**src/rtl/alu_pkg.sv**
```systemverilog
// Shared opcode/funct3 constants and instruction field layout for the decoder and ALU.
// No logic and no latency; a constants-only package.
package alu_pkg;

  localparam int NREGS = 32;

  localparam logic [6:0] OP_REG = 7'b0110011;
  localparam logic [6:0] OP_IMM = 7'b0010011;

  typedef enum logic [2:0] {
    F3_ADD  = 3'd0,
    F3_SLL  = 3'd1,
    F3_SLT  = 3'd2,
    F3_SLTU = 3'd3,
    F3_XOR  = 3'd4,
    F3_SR   = 3'd5,
    F3_OR   = 3'd6,
    F3_AND  = 3'd7
  } funct3_e;

  // R-type view of the instruction word; the I-type immediate is {funct7, rs2}.
  typedef struct packed {
    logic [6:0] funct7;
    logic [4:0] rs2;
    logic [4:0] rs1;
    logic [2:0] funct3;
    logic [4:0] rd;
    logic [6:0] opcode;
  } rtype_t;

  function automatic logic op_legal(input logic [6:0] op);
    return (op == OP_REG) || (op == OP_IMM);
  endfunction

endpackage

```
**src/rtl/alu_regfile.sv**
```systemverilog
// 32-entry register file: two async read ports, one sync write port, x0 reads zero.
// Reads are combinational; a same-cycle write to the read address is bypassed.
module alu_regfile
  import alu_pkg::*;
#(
  parameter int WIDTH = 32
) (
  input  logic             clk,
  input  logic             rst,
  input  logic             we,
  input  logic [4:0]       waddr,
  input  logic [WIDTH-1:0] wdata,
  input  logic [4:0]       raddr1,
  input  logic [4:0]       raddr2,
  output logic [WIDTH-1:0] rdata1,
  output logic [WIDTH-1:0] rdata2
);

  logic [WIDTH-1:0] mem [NREGS];

  always_ff @(posedge clk or negedge rst) begin
    if (!rst) begin
      for (int i = 0; i < NREGS; i++) mem[i] <= '0;
    end else if (we && (waddr != 5'd0)) begin
      mem[waddr] <= wdata;
    end
  end

  assign rdata1 = (raddr1 == 5'd0)              ? '0    :
                  (we && (waddr == raddr1))     ? wdata :
                                                  mem[raddr1];

  assign rdata2 = (raddr2 == 5'd0)              ? '0    :
                  (we && (waddr == raddr2))     ? wdata :
                                                  mem[raddr2];

endmodule

```
**src/rtl/alu_decode.sv**
```systemverilog
// RV32 ALU-op decoder with register read and busy-bit scoreboard; issue fields are a 1-cycle pulse.
// instr_ready drops combinationally on a source hazard; a same-cycle write-back lifts it.
module alu_decode
  import alu_pkg::*;
#(
  parameter int WIDTH = 32
) (
  input  logic             clk,
  input  logic             rst,
  input  logic             instr_valid,
  input  logic [31:0]      instr,
  output logic             instr_ready,
  input  logic             wb_en,
  input  logic [4:0]       wb_addr,
  input  logic [WIDTH-1:0] wb_data,
  output logic             out_valid,
  output logic [WIDTH-1:0] RS1,
  output logic [WIDTH-1:0] RS2,
  output logic [2:0]       Funct3,
  output logic [6:0]       Funct7,
  output logic [6:0]       opcode,
  output logic [11:0]      Imm_reg,
  output logic [4:0]       rd_addr,
  output logic             illegal
);

  rtype_t           dec;
  logic             legal;
  logic             is_reg;
  logic             hazard;
  logic             xfer;
  logic             issue;
  logic [NREGS-1:0] busy;
  logic [NREGS-1:0] wb_clr;
  logic [NREGS-1:0] busy_live;
  logic [NREGS-1:0] busy_nxt;
  logic [WIDTH-1:0] rs1_val;
  logic [WIDTH-1:0] rs2_val;

  assign dec    = rtype_t'(instr);
  assign legal  = op_legal(dec.opcode);
  assign is_reg = (dec.opcode == OP_REG);

  always_comb begin
    wb_clr = '0;
    if (wb_en) wb_clr[wb_addr] = 1'b1;
  end

  // Busy view after this cycle's write-back, so a completing producer releases its reader now.
  assign busy_live = busy & ~wb_clr;

  assign hazard      = busy_live[dec.rs1] || (is_reg && busy_live[dec.rs2]);
  assign instr_ready = !(instr_valid && legal && hazard);
  assign xfer        = instr_valid && instr_ready;
  assign issue       = xfer && legal;

  // Set is applied after the clear so an issue to rd wins over a write-back to rd.
  always_comb begin
    busy_nxt = busy_live;
    if (issue && (dec.rd != 5'd0)) busy_nxt[dec.rd] = 1'b1;
    busy_nxt[0] = 1'b0;
  end

  always_ff @(posedge clk or negedge rst) begin
    if (!rst) busy <= '0;
    else      busy <= busy_nxt;
  end

  alu_regfile #(
    .WIDTH (WIDTH)
  ) u_regfile (
    .clk    (clk),
    .rst    (rst),
    .we     (wb_en),
    .waddr  (wb_addr),
    .wdata  (wb_data),
    .raddr1 (dec.rs1),
    .raddr2 (dec.rs2),
    .rdata1 (rs1_val),
    .rdata2 (rs2_val)
  );

  always_ff @(posedge clk or negedge rst) begin
    if (!rst) begin
      out_valid <= 1'b0;
      illegal   <= 1'b0;
      RS1       <= '0;
      RS2       <= '0;
      Funct3    <= '0;
      Funct7    <= '0;
      opcode    <= '0;
      Imm_reg   <= '0;
      rd_addr   <= '0;
    end else begin
      out_valid <= issue;
      illegal   <= xfer && !legal;
      if (issue) begin
        RS1     <= rs1_val;
        RS2     <= rs2_val;
        Funct3  <= dec.funct3;
        Funct7  <= is_reg ? dec.funct7 : 7'd0;
        opcode  <= dec.opcode;
        Imm_reg <= {dec.funct7, dec.rs2};
        rd_addr <= dec.rd;
      end else begin
        RS1     <= '0;
        RS2     <= '0;
        Funct3  <= '0;
        Funct7  <= '0;
        opcode  <= '0;
        Imm_reg <= '0;
        rd_addr <= '0;
      end
    end
  end

endmodule
```
**config.mk**
```make
export PLATFORM = sky130hd
export DESIGN_NAME = alu_decode
export DESIGN_NICKNAME = d
export VERILOG_FILES = /design/src/rtl/alu_pkg.sv /design/src/rtl/alu_regfile.sv /design/src/rtl/alu_decode.sv
export SDC_FILE = /design/constraint.sdc
export NUM_CORES = 2
export LEC_CHECK = 0
export ABC_AREA = 1
export BUFFER_PORTS_ARGS = -buffer_cell sky130_fd_sc_hd__buf_2
export CELL_PAD_IN_SITES_DETAIL_PLACEMENT = 1
export CELL_PAD_IN_SITES_GLOBAL_PLACEMENT = 1
export CORE_MARGIN = 2
export CORE_UTILIZATION = 30
export CTS_BUF_LIST = sky130_fd_sc_hd__clkbuf_8 sky130_fd_sc_hd__clkbuf_16
export DETAILED_ROUTE_END_ITERATION = 16
export PLACE_DENSITY = 0.64
export RECOVER_POWER = 25
export SETUP_SLACK_MARGIN = 0.2
export SLEW_MARGIN = 10
export SYNTH_ARGS = -nofsm -noshare
export SYNTH_HDL_FRONTEND = slang
export SYNTH_HIERARCHICAL = 1
export SYNTH_SLANG_ARGS = --single-unit
```
**constraint.sdc**
```tcl
create_clock -name clk -period 1.95 [get_ports clk]
set_input_delay 0.195 -clock clk [delete_from_list [all_inputs] [get_ports clk]]
set_output_delay 0.195 -clock clk [all_outputs]
set_load 0.05 [all_outputs]
```
# Word level (Yosys, flattened, before mapping)
# Index checks and enable logic that the tools add are counted.
# W data, S select, Z words.
[word_totals] reg_bits=1155 input_bits=73
[op_classes] n_lt_le_gt_ge=10 n_eq_ne=4 mux=31 n_bitwise=6 reduce_logical=21
[ops] operator="$bwmux W1024" n=1
[ops] operator="$mux W32" n=13
[ops] operator="$bmux W32 S5" n=2
[ops] operator="$demux W32 S5" n=1
[ops] operator="$and A32 B32 Y32" n=1
[ops] operator="$not A32 Y32" n=1
[ops] operator="$or A32 B32 Y32" n=1
[ops] operator="$lt A5 B6 Y1 const B" n=4
[ops] operator="$mux W7" n=3
[ops] operator="$ge A6 B6 Y1 const B" n=3
[ops] operator="$not A5 Y6" n=3
[ops] operator="$logic_and A1 B1 Y1" n=13
[ops] operator="$mux W12" n=1
[ops] operator="$bmux W1 S5" n=2
[ops] operator="$demux W1 S5" n=2
[ops] operator="$eq A5 B5 Y1" n=2
[ops] operator="$ge A5 B1 Y1 const B" n=2
[ops] operator="$logic_not A5 Y1" n=2
[ops] operator="$reduce_bool A5 Y1" n=2
[ops] operator="$eq A7 B5 Y1 const B" n=1
[ops] operator="$eq A7 B6 Y1 const B" n=1
[ops] operator="$lt A6 B1 Y1 const B" n=1
[ops] operator="$mux W5" n=1
[ops] operator="$mux W1" n=4
[ops] operator="3 further kinds" n=5

# Logic depth before layout (Yosys ltp)
[logic_depth] ltp_word=17 depth_mapped=17 ltp_nobuf=15

# By module
# Netlist, hierarchy kept.
[by_module_without_submodules] mod="alu_regfile" n_inst=1 cells_each=8455 area_each_um2=58193.3 seq_area_each_um2=25624.6
[by_module_without_submodules] mod="alu_decode" n_inst=1 cells_each=651 area_each_um2=5834.3 seq_area_each_um2=3278.1

# Worst setup path after synthesis
# Ideal clock, no wire load.
[synth_timing] path_kind="input to register" from="input instr[15]" to="register Imm_reg[1]" setup_time_ns=0.120 arrival_ns=1.767 required_ns=1.830 path_slack_ns=0.063 path_stages=15 cell_sequence="clkbuf_1 > inv_1 > buf_1 > nand3_1 > nand3_1 > nand3_1 > nand2_1 > nand2_1 > nand3_1 > nand2_1 > nand2_2 > clkinv_2 > nand2_4 > buf_6 > nor2_2"
[synth_via] elab_chain_len=8
[synth_rtl] element="start: declaration" line="alu_decode.sv:11" text="input logic [31:0] instr,"
[synth_rtl] element="$bmux W1 S5" line="alu_decode.sv:52" text="assign hazard = busy_live[dec.rs1] || (is_reg && busy_live[dec.rs2]);"
[synth_rtl] element="$mux W1 (not written as such)" line="alu_decode.sv:52"
[synth_rtl] element="$logic_or A1 B1 Y1" line="alu_decode.sv:52"
[synth_rtl] element="$logic_and A1 B1 Y1" line="alu_decode.sv:53" text="assign instr_ready = !(instr_valid && legal && hazard);"
[synth_rtl] element="$logic_not A1 Y1" line="alu_decode.sv:53"
[synth_rtl] element="$logic_and A1 B1 Y1" line="alu_decode.sv:54" text="assign xfer = instr_valid && instr_ready;"
[synth_rtl] element="$logic_and A1 B1 Y1" line="alu_decode.sv:55" text="assign issue = xfer && legal;"
[synth_rtl] element="$mux W12" line="alu_decode.sv:97" text="if (issue) begin"
[synth_rtl] element="end signal: assignment" line="alu_decode.sv:103" text="Imm_reg <= {dec.funct7, dec.rs2};"
[synth_rtl] element="end: declaration" line="alu_decode.sv:22" text="output logic [11:0] Imm_reg,"
# Every way passes these cells. The select of a mux whose other input is x is not followed.
# A chain may end at the register's enable or synchronous reset.

# Worst setup path after layout
[layout_timing] from="register busy[14]" to="register RS1[26]"
[layout_via] elab_chain_len=10 word_cells_on_any_way=12 classes_between="mux: 5; bitwise: 1; reduce/logical: 6"
[layout_rtl] element="start: declaration" line="alu_decode.sv:33" text="logic [NREGS-1:0] busy;"
[layout_rtl] element="start signal: assignment" line="alu_decode.sv:66" text="else busy <= busy_nxt;"
[layout_rtl] element="$and A32 B32 Y32 *" line="alu_decode.sv:50" text="assign busy_live = busy & ~wb_clr;"
[layout_rtl] element="$bmux W1 S5" line="alu_decode.sv:52"
[layout_rtl] element="$mux W1 (not written as such)" line="alu_decode.sv:52"
[layout_rtl] element="$logic_and A1 B1 Y1" line="alu_decode.sv:52"
[layout_rtl] element="$logic_or A1 B1 Y1 *" line="alu_decode.sv:52"
[layout_rtl] element="$logic_and A1 B1 Y1 *" line="alu_decode.sv:53"
[layout_rtl] element="$logic_not A1 Y1 *" line="alu_decode.sv:53"
[layout_rtl] element="$logic_and A1 B1 Y1 *" line="alu_decode.sv:54"
[layout_rtl] element="$logic_and A1 B1 Y1 *" line="alu_decode.sv:55"
[layout_rtl] element="$mux W32 *" line="alu_decode.sv:97"
[layout_rtl] element="end signal: assignment" line="alu_decode.sv:98" text="RS1 <= rs1_val;"
[layout_rtl] element="end: declaration" line="alu_decode.sv:17" text="output logic [WIDTH-1:0] RS1,"
# Every way passes the cells marked *; elsewhere a longest branch is shown, timed or not. The select of a mux whose other input is x is not followed.

==> reports/metrics.yaml <==
timing:
  fin_skew_ps: 22.41
  fmax_mhz: 391.8
  worst-slew-pin-transition_ps: 1241
  rsz0062_at_grt: "true"
  slew_headroom: 0.1728
  timing.hold.ws_ps: 17.22
  period_minus_slack_ps: 2552
  fin_ws_ps: -602.2
  hold_viol: 0
  finalSetupViolCount: 128
  period_share: 1.309
  fin_setup_tns_ps: -51520
  slew_viol_final: 0
logic_synthesis:
  synthTopCellsByArea: "dfrtp_1 (45%), nand2_1 (16%), o21ai_0 (10%), nand3_1 (9.4%), inv_1 (4.5%)"
  ys_ff_latch: 1155
  synth_area_leader_cell: "dfrtp_1"
  synth_ff_type: "dfrtp_1"
  synth_enable_flop_cells: 0
  synth_commonest_cells: "nand2_1 (2761), o21ai_0 (1339), nand3_1 (1200), dfrtp_1 (1155), inv_1 (764)"
  synth-async-reset-ratio: 1.000
  seq_area_frac_synth: 0.4514
  synth_most_common_cell: "nand2_1"
  netlist_area_um2: 64030
  synth_warnings: 6
  yosys.area.top_type_share: 0.4514
  syn_inst: 9106
  synth_cell_types: 34
  syn_area_per_cell_um2: 7.031
floorplan:
  die_area_um2: 217100
  fp.dieW_um: 466.0
  die_h_um: 466.0
  core-area_um2: 212100
  rows: 169
  start_util: 0.3019
  io_pins: 174
global_route:
  grtUsageTotal: 0.2775
  first_global_vias: 68631
  grt_max_degree: 81
  grt_overflow: 0
  antenna_found_initial: 10
  grt_pass1_wl_um: 456100
layout:
  final_nets: 9534
  area_delta_synth_final_pct: 26.47
  top_regs: "u_regfile/mem x1024, RS1 x32, RS2 x32"
  top_register: "u_regfile/mem"
  layout-drive-gt1-share: 0.1438
  fillCellCount: 25790
  largest_reg_flops: 1024
  final_util: 0.3818
worst_setup_path:
  endpoint: "RS1[26]"
  worstSetupPathType: "flip-flop to flip-flop"
  crit_fanout: 7
  ff2ff_path_depth: 20
  startpoint_type: "flip-flop"
  worstPathArrival_ps: 3300
  crit_path_start: "busy[14]"
  reg2reg_from: "busy[14]"
  crit_required_ps: 2700
  r2r-end: "RS1[26]"
  cp-end-kind: "flip-flop"
  r2r_slack_ps: -600
cts:
  clk_pin_slew_worst_paths_ps: 60
  numCtsBuffers: 141
  cts_tree: "built"
  clkSinkCount: 1155
  clock-root-buffer: "clkbuf_16"
  clk_latency_ps: 830
  htreeDepth: 4
  cts_max_path_buffers: 3
outcome:
  failed_checks: "setup timing"
  outcome: "complete, but fails checks"
route:
  route.detailed.drc: 0
  via_per_inst: 5.432
  vias: 67347
  drt_iter0_markers: 5660
  wirelength_um: 306800
  drtPass1Iterations: 5
  ant_nets: 0
  wire_per_inst_um: 24.75
min_path:
  worstHoldPathType: "primary input to flip-flop"
power_and_ir_drop:
  ir_drop_mv: 0.6694
  power_density_nw_per_um2: 907.5
  p_leak_nw: 39.02
  total_power_mw: 73.49
placement:
  port_buffers: 173
  dp_hpwl_um: 201400
  gp_congestion: 0.9029
run:
  cap_violations: 0
-- cells in the final DEF (no fill, tap or decap), types with 27 or more instances in the layout --
cell type	instances
buf_4	416
dlygate4sd3_1	64
o21ai_0	1337
nor2_4	77
a21oi_1	299
clkbuf_16	142
o21bai_1	31
nand2_4	27
o21ai_1	41
o211ai_1	196
nor2_1	319
nand2_1	2738
clkinv_2	27
dfrtp_1	1151
buf_12	267
inv_1	776
nand3_1	1181
or2_2	55
clkbuf_8	30
buf_2	138
-- per-layer routing --
metal / routed length, um / up-vias / GRT usage / share of wire
met1: 134400 / 34260 / 0.3762 / 0.44
met4: 12510 / 4 / 0.1068 / 0.041
met2: 141300 / 2310 / 0.4500 / 0.46
met3: 18700 / 581 / 0.03451 / 0.061
li1: - / 30192 / - / -
met5: 27 / - / 0 / 0.000088
-- area by class of cell --
| class | instances | area [um2] | share of cell area |
|---|---|---|---|
| repair buffers | 966 | 10810 | 0.1335 |
| diodes | 3 | 7.507 | 0.00009271 |
| clock inverters | 84 | 782.0 | 0.009657 |
| multi-input cells | 6419 | 29990 | 0.3703 |
| flip-flops and latches | 1155 | 28910 | 0.3570 |
| clock buffers | 172 | 3966 | 0.04898 |
| well taps | 2821 | 3530 | 0.04359 |
| inverters | 778 | 2985 | 0.03687 |
-- metrics by stage --
stage	setup WS, ps	cells	instance area (um2)
after floorplan	178.7	9108	64060
after global placement	-475.7	12035	74260
after detailed placement	-515.5	12035	74260
after CTS	-576.0	12386	80770
after global routing	-667.4	12396	80970
final	-602.2	12398	80980
-- worst min-delay path by stage --
stage	startpoint	slack (ps)	cells past startpoint	end
4_1_cts	wb_addr[0]	2	5	busy[16]
5_1_grt	wb_addr[2]	40	4	busy[18]
3_5_place_dp	rst	130	1	busy[16]
6_report	wb_addr[2]	20	4	busy[18]
3_3_place_gp	rst	140	1	busy[1]
2_1_floorplan	rst	-100	0	Funct3[0]
-- power breakdown --
group          switching (mW)  internal [mW]  total (mW)
logic                    9.64           5.62        15.3
registers                2.77           28.0        30.8
clock network            11.6           15.9        27.5
-- logic make-up after synthesis --
group	share of synthesized area
AOI/OAI and AO/OA	0.1618
xor gates and xnor gates	0.0002736
buffers and inverters	0.09423
DFF	0.4514
other	0.00005857
and+or+nand+nor	0.2922
-- worst max-delay path: stages (launching register included) --
cell,delay (ps)
dfrtp_1,370
buf_4,130
nand3_1,70
nand3_1,70
nand3_1,70
nand3_1,100
nand2_1,120
nand2_1,70
nand3_2,80
nand2_2,80
buf_6,120
buf_6,100
buf_6,100
buf_6,110
buf_6,120
inv_8,60
nand2_8,100
buf_16,200
buf_12,140
buf_16,140
nor2_4,100
-- what timing repair did --
action	in CTS	in global routing
setup buffers	18	9
gates cloned	12	0
resized for setup	164	92
hold buffers	65	0
endpoints found under the setup margin	150	128
pin swaps	25	27
endpoints found under the hold margin	1551	0
Power figures use the tool's default switching activity.
